$ cat src/rtl/i2s_nch_mixer.sv
// i2s_nch_mixer
//   Multi-channel I2S receiver and stereo mixer. N_CH serial inputs share one
//   sck/ws pair. Each channel's left/right words are captured, gated by ch_en,
//   attenuated by an arithmetic right shift, and summed with saturation. The
//   mixed stereo stream is re-serialised on sd_out one frame behind the input.
//
// Ports
//   sck         : I2S bit clock. Inputs are sampled on the rising edge and
//                 sd_out is updated on the falling edge.
//   reset       : asynchronous active-low reset
//   ws          : word select (0 = left, 1 = right)
//   sd_in       : serial data, bit k = channel k
//   ch_en       : per-channel mix enable
//   gain        : per-channel right shift, gain[2k+1:2k] for channel k
//   sd_out      : mixed serial output, MSB first
//   wsp         : one-cycle word-boundary pulse
//   clip        : word currently being shifted out was saturated
//   frame_valid : a full left+right frame has been captured since reset
module i2s_nch_mixer #(
  parameter int unsigned WIDTH = 24,
  parameter int unsigned N_CH  = 4
) (
  input  logic              sck,
  input  logic              reset,
  input  logic              ws,
  input  logic [N_CH-1:0]   sd_in,
  input  logic [N_CH-1:0]   ch_en,
  input  logic [2*N_CH-1:0] gain,
  output logic              sd_out,
  output logic              wsp,
  output logic              clip,
  output logic              frame_valid
);

  localparam int unsigned SUMW = WIDTH + $clog2(N_CH) + 1;
  // MSB of bit_idx acts as the "index went negative" flag.
  localparam int unsigned IDXW = $clog2(WIDTH) + 1;

  typedef logic [N_CH-1:0][WIDTH-1:0] word_arr_t;

  logic            ws_d1;
  logic            ws_d2;
  logic            got_left;
  logic [IDXW-1:0] bit_idx;
  word_arr_t       shadow;
  word_arr_t       left_hold;
  word_arr_t       right_hold;
  logic [WIDTH-1:0] shift_reg;
  logic [WIDTH-1:0] mix_left;
  logic [WIDTH-1:0] mix_right;
  logic            sat_left;
  logic            sat_right;

  assign wsp    = ws_d1 ^ ws_d2;
  assign sd_out = shift_reg[WIDTH-1];

  // Returns {saturated, result}.
  function automatic logic [WIDTH:0] mix(
    input word_arr_t         hold,
    input logic [N_CH-1:0]   en,
    input logic [2*N_CH-1:0] g
  );
    logic signed [SUMW-1:0] acc;
    logic signed [SUMW-1:0] term;
    acc = '0;
    for (int unsigned k = 0; k < N_CH; k++) begin
      term = {{(SUMW-WIDTH){hold[k][WIDTH-1]}}, hold[k]};
      term = term >>> g[2*k +: 2];
      if (en[k]) acc = acc + term;
    end
    // Fits in WIDTH bits only if every bit from WIDTH-1 upward matches the sign.
    if (acc[SUMW-1:WIDTH-1] == {(SUMW-WIDTH+1){acc[SUMW-1]}})
      return {1'b0, acc[WIDTH-1:0]};
    else if (acc[SUMW-1])
      return {1'b1, 1'b1, {(WIDTH-1){1'b0}}};
    else
      return {1'b1, 1'b0, {(WIDTH-1){1'b1}}};
  endfunction

  always_comb begin
    {sat_left, mix_left}   = mix(left_hold, ch_en, gain);
    {sat_right, mix_right} = mix(right_hold, ch_en, gain);
  end

  // Capture and transfer. On the word boundary the completed shadow word is
  // moved to the hold of the slot that just ended, and the new MSB is taken.
  always_ff @(posedge sck or negedge reset) begin
    if (!reset) begin
      ws_d1       <= 1'b0;
      ws_d2       <= 1'b0;
      bit_idx     <= '0;
      shadow      <= '0;
      left_hold   <= '0;
      right_hold  <= '0;
      got_left    <= 1'b0;
      frame_valid <= 1'b0;
    end else begin
      ws_d1 <= ws;
      ws_d2 <= ws_d1;
      if (wsp) begin
        if (ws_d1) begin
          left_hold <= shadow;
          got_left  <= 1'b1;
        end else begin
          right_hold <= shadow;
          if (got_left) frame_valid <= 1'b1;
        end
        for (int unsigned k = 0; k < N_CH; k++)
          shadow[k] <= {sd_in[k], {(WIDTH-1){1'b0}}};
        bit_idx <= IDXW'(WIDTH - 2);
      end else if (!bit_idx[IDXW-1]) begin
        for (int unsigned k = 0; k < N_CH; k++)
          shadow[k][bit_idx[IDXW-2:0]] <= sd_in[k];
        bit_idx <= bit_idx - IDXW'(1);
      end
    end
  end

  // Output serialiser. Loaded during the boundary cycle, before the new
  // transfer, so the hold registers still carry the previous frame's word.
  always_ff @(negedge sck or negedge reset) begin
    if (!reset) begin
      shift_reg <= '0;
      clip      <= 1'b0;
    end else if (wsp) begin
      if (ws_d1) begin
        shift_reg <= mix_right;
        clip      <= sat_right;
      end else begin
        shift_reg <= mix_left;
        clip      <= sat_left;
      end
    end else begin
      shift_reg <= {shift_reg[WIDTH-2:0], 1'b0};
    end
  end

endmodule
$ cat config.mk
export PLATFORM = sky130hd
export DESIGN_NAME = i2s_nch_mixer
export DESIGN_NICKNAME = d
export VERILOG_FILES = /design/src/rtl/i2s_nch_mixer.sv
export SDC_FILE = /design/constraint.sdc
export NUM_CORES = 1
export LEC_CHECK = 0
export BUFFER_PORTS_ARGS = -buffer_cell sky130_fd_sc_hd__buf_2
export CAP_MARGIN = 20
export CELL_PAD_IN_SITES_DETAIL_PLACEMENT = 1
export CELL_PAD_IN_SITES_GLOBAL_PLACEMENT = 1
export CORE_ASPECT_RATIO = 1.75
export CORE_MARGIN = 2
export CORE_UTILIZATION = 53
export CTS_BUF_LIST = sky130_fd_sc_hd__clkbuf_4
export DETAILED_ROUTE_END_ITERATION = 10
export GPL_ROUTABILITY_DRIVEN = 0
export PLACE_DENSITY = 0.82
export RECOVER_POWER = 100
export SYNTH_ARGS = -nofsm -noshare
export SYNTH_HDL_FRONTEND = slang
export SYNTH_SLANG_ARGS = --single-unit
$ cat constraint.sdc
create_clock -name sck -period 10.75 [get_ports sck]
set_clock_uncertainty 0.15 [all_clocks]
set_input_delay 0 -clock sck [delete_from_list [all_inputs] [get_ports sck]]
set_output_delay 0 -clock sck [all_outputs]
set_load 0.005 [all_outputs]
==> reports/results.ini, run 1 <==
[logic_synthesis]
syn-instance-count = 2965
synth_top_area_cell = dfrtp_1
synth-edff-count = 0
yosysMostFrequentCell = dfrtp_1
ys_async_sr_fraction_pct = 100
synth_ff_type = dfrtp_1
syn_area_um2 = 27900
synth_common_cells = 298 x dfrtp_1, 272 x nand2_1, 267 x mux2_2
ys_warn_count = 0
synth_nets = 3128
syn_avg_cell_area_um2 = 9.42
synth_top_area_share_pct = 26.7
synth_area_leaders = dfrtp_1 27%, mux2_2 11%, mux4_2 6.9%, ha_1 6.2%, mux2i_1 4.5%
ys_ff_latch = 323
seq_area_frac_synth_pct = 28.9
synthDistinctLibCells = 115

[grt]
first_global_vias = 47100
overflow = 1131
grt_util_all_layers_pct = 86.0
grt_max_degree = 126
grt_pass1_wl_mm = 358

[placed_design]
dp_hpwl_mm = 102
dpl_cell_area_um2 = 34900
portBuffers = 22

[status]
firstError = [ERROR GRT-0116] Global routing finished with congestion. Check the congestion regions in the DRC Viewer.
status = stopped before the end
stop_stage = global routing

[clocking]
clock_sinks = 323
clk_path_buf_depth = 3
cts_max_level = 3
cts_root_buffer = clkbuf_4
cts-buffers-inserted = 81

[floorplan]
start_util_pct = 53.5
core.rowCount = 111
die_width_um = 178
die_h_um = 308
ios = 23

cell families after synthesis:
logic type / after synthesis / share of synthesized area (%)
and+or+nand+nor: 802 / 13.6
muxes: 489 / 22.7
DFF: 323 / 28.9
xor gates and xnor gates: 158 / 5.13
AOI/OAI and AO/OA: 745 / 18.5
adders and majority gates: 150 / 6.83
buffers and inverters: 298 / 4.29
metal layers:
metal,overflow,GRT usage [%]
met3,17,70.2
met2,717,103
met5,0,32.0
met4,389,93.8
met1,8,83.0
metrics by stage:
step	setup TNS, ps	std cells	setup slack [ps]	hold WS (ps)	utilization (%)
CTS	-91360	4538	-3710	40.0	70.7
detailed placement	-104570	4351	-4600	-95.6	66.8
global placement	-90270	4349	-3920	-105	66.7
floorplan	-78100	2965	-3180	-446	-
repair_timing:
item | 4_1_cts
endpoints found under the setup margin | 25
endpoints found under the hold margin | 395
pin swaps | 65
hold buffers | 9
cloned | 4
setup buffers | 32
gates resized for setup | 119
==> run 2, diff against run 1 <==
==> config.mk (replaced) <==
export PLATFORM = sky130hd
export DESIGN_NAME = i2s_nch_mixer
export DESIGN_NICKNAME = d
export VERILOG_FILES = /design/src/rtl/i2s_nch_mixer.sv
export SDC_FILE = /design/constraint.sdc
export NUM_CORES = 1
export LEC_CHECK = 0
export BUFFER_PORTS_ARGS = -buffer_cell sky130_fd_sc_hd__buf_2
export CAP_MARGIN = 20
export CORE_MARGIN = 2
export CORE_UTILIZATION = 40
export DETAILED_ROUTE_END_ITERATION = 10
export GPL_ROUTABILITY_DRIVEN = 0
export PLACE_DENSITY_LB_ADDON = 0.15
export RECOVER_POWER = 100
export SYNTH_ARGS = -nofsm -noshare
export SYNTH_HDL_FRONTEND = slang
export SYNTH_SLANG_ARGS = --single-unit
==> run 2 against run 1 <==
Net effect:
- synthesized cell count is the same
- area after synthesis stayed put
- the flow now finishes, with violations (max-capacitance violations, max-slew violations, negative setup slack)
==> reports/results.ini, run 2 <==
[status]
status = finished with violations
failed_checks = max-capacitance violations, max-slew violations, negative setup slack

[timing]
tightest_slew_ps = 5370
relSlewSlack_pct = -258
finalWorstSetupSlack_ps = -3440
setup_viol = 50
rsz0062_at_grt = yes
hold_viol_final = 0
drv_slew = 128
fin_setup_tns_ps = -90640

[power_and_ir_drop]
p_total_uw = 5690
irDropWorstVdd_mv = 0.113
pwr-share-comb_pct = 51.6
swShare_pct = 37.8
pwr-share-seq_pct = 24.6
p_switching_uw = 2150
p_leak_uw = 0.0181
power.internal_uw = 3540
p_per_area_nw_per_um2 = 151
pwr-share-clk_pct = 23.8

[placed_design]
portBuffers = 22
dp_hpwl_mm = 74.5
dp_cells = 4606
dpl_cell_area_um2 = 35200

[detailed_routing]
firstDrtPassIters = 5
finalWirelength_mm = 97.8
antenna_left = 0
num_vias = 26500
drt_iter0_markers = 1845
avgRoutedWirePerCell_um = 20.7
drc = 0
via_per_inst = 5.61

[grt]
first_global_vias = 26600
antenna_found_initial = 1
grt_pass1_wl_mm = 153
overflow = 0
grt_util_all_layers_pct = 27.4
grt_max_degree = 169

[critical_path]
r2r_cells = 39
cp.required_ps = 5770
slowest_delay_ps = 480
r2r-start = left_hold[3]$_DFFE_PN0P_
crit_slowest_cell = mux4_2
crit_type = flop to flop
start_kind = flop
worstPathMaxFanout = 6
crit_arrival_ps = 9220
crit_top_cell = a21o_1
timing.rr.end = shift_reg[17]$_DFF_NN0_
worstSetupEndpointType = flop
r2r_slack_ps = -3440

[finish]
fin_nets = 3924
layoutNonFillerInstCount = 4721
drive_above_1_share_pct = 40.0
area_growth_pct = 34.6
layout_common_cells = 877 x buf_4, 298 x dfrtp_1, 271 x nand2_1, 266 x mux2_2, 217 x a21oi_1
finalInstanceArea_um2 = 37600
antennaDiodeCount = 0
final_common_cell = buf_4
top_regs = left_hold (96), right_hold (96), shadow (96)

[logic_synthesis]
syn-instance-count = 2965
ys_warn_count = 0
synth-edff-count = 0
synth_ff_type = dfrtp_1
synth_common_cells = 298 x dfrtp_1, 272 x nand2_1, 267 x mux2_2
ys_ff_latch = 323
synth_area_leaders = dfrtp_1 27%, mux2_2 11%, mux4_2 6.9%, ha_1 6.2%, mux2i_1 4.5%
seq_area_frac_synth_pct = 28.9
synth_nets = 3128
syn_area_um2 = 27900
syn_avg_cell_area_um2 = 9.42
synthDistinctLibCells = 115
synth_top_area_cell = dfrtp_1
yosysMostFrequentCell = dfrtp_1
ys_async_sr_fraction_pct = 100
synth_top_area_share_pct = 26.7

[clocking]
cts_max_level = 2
path_clk_slew_ps = 60
cts_root_buffer = clkbuf_16
cts_tree = yes
cts-buffers-inserted = 40
clock_sinks = 323
clk_latency_ps = 580
clk_path_buf_depth = 3

[floorplan]
start_util_pct = 40.6
ios = 23
die-area_um2 = 72000
core.rowCount = 96
die_h_um = 268
die_width_um = 268
design.core.area_um2 = 68800

[job]
maxCapViolations = 2

[min_path]
holdPathEnd = shift_reg[23]$_DFF_NN0_
whs_path_depth = 2
worstHoldStart = shift_reg[22]$_DFF_NN0_
hp-class = flop to flop

[run 2: cell counts after synthesis]
No cell type changed its count.
[run 2: area by class of cell]
type | instances | area (um2)
multi-input cells | 2344 | 19400
well taps | 931 | 1160
clock inverters | 15 | 145
clock buffers | 56 | 1130
inverters | 125 | 470
fillers | 6158 | 31200
flip-flops and latches | 323 | 8080
repair buffers | 927 | 7170
[run 2: critical path: cells and delay by family, from the launching register on]
kind	cells	cell delay (ps)
xor+xnor	2	330
flops	1	380
simple gates	3	370
fa+ha+maj	5	1340
buf+inv	5	840
compound gates	22	4620
mux	2	770
[run 2: metal layers]
layer  global-route usage, %  share of wire, %
met1                    35.4                43
met2                    47.6                49
met3                    1.90               4.2
met4                    11.0               4.4
met5                       0                 0
[run 2: metrics by stage]
step | util (%) | hold WS, ps | setup WS, ps
after floorplan | - | -446 | -3180
after global placement | 51.2 | -88.9 | -3380
after detailed placement | 51.2 | -74.0 | -3510
after CTS | 53.9 | 273 | -3320
after global routing | 54.6 | 314 | -3700
final | 54.6 | 266 | -3440
[run 2: timing repair]
item	in CTS	in global routing
pin swaps	25	46
gates cloned	5	1
gates resized for setup	45	82
hold endpoints to repair	165	0
setup buffers	15	14
setup endpoints to repair	25	25
hold buffers	9	0
[run 2: cell families after synthesis]
family / Yosys count / share of synthesized area [%]
XOR/XNOR: 158 / 5.13
AND/OR/NAND/NOR: 802 / 13.6
AO/OA/AOI/OAI: 745 / 18.5
multiplexers: 489 / 22.7
adder cells (fa/ha/maj): 150 / 6.83
buffers and inverters: 298 / 4.29
flip-flops: 323 / 28.9
[run 2: worst max-delay path by stage]
stage | startpoint | endpoint | slack, ps | depth (start not counted)
after floorplan | gain[0] | shift_reg[8]$_DFF_NN0_ | -3180 | 41
after global placement | gain[0] | shift_reg[6]$_DFF_NN0_ | -3380 | 38
after detailed placement | gain[0] | shift_reg[20]$_DFF_NN0_ | -3510 | 37
after CTS | left_hold[3]$_DFFE_PN0P_ | shift_reg[17]$_DFF_NN0_ | -3320 | 38
after global routing | left_hold[3]$_DFFE_PN0P_ | shift_reg[8]$_DFF_NN0_ | -3700 | 38
final | left_hold[3]$_DFFE_PN0P_ | shift_reg[17]$_DFF_NN0_ | -3440 | 39
[run 2: power by group through the flow]
stage               logic (uW)  clock network, uW  registers, uW
floorplan                 1460                  0           1390
global placement          2470                  0           1410
detailed placement        2540                  0           1410
CTS                       2750               1390           1390
global route              3140               1430           1410
finish                    2940               1350           1400
Note: power is estimated with default switching activity, not from simulation.
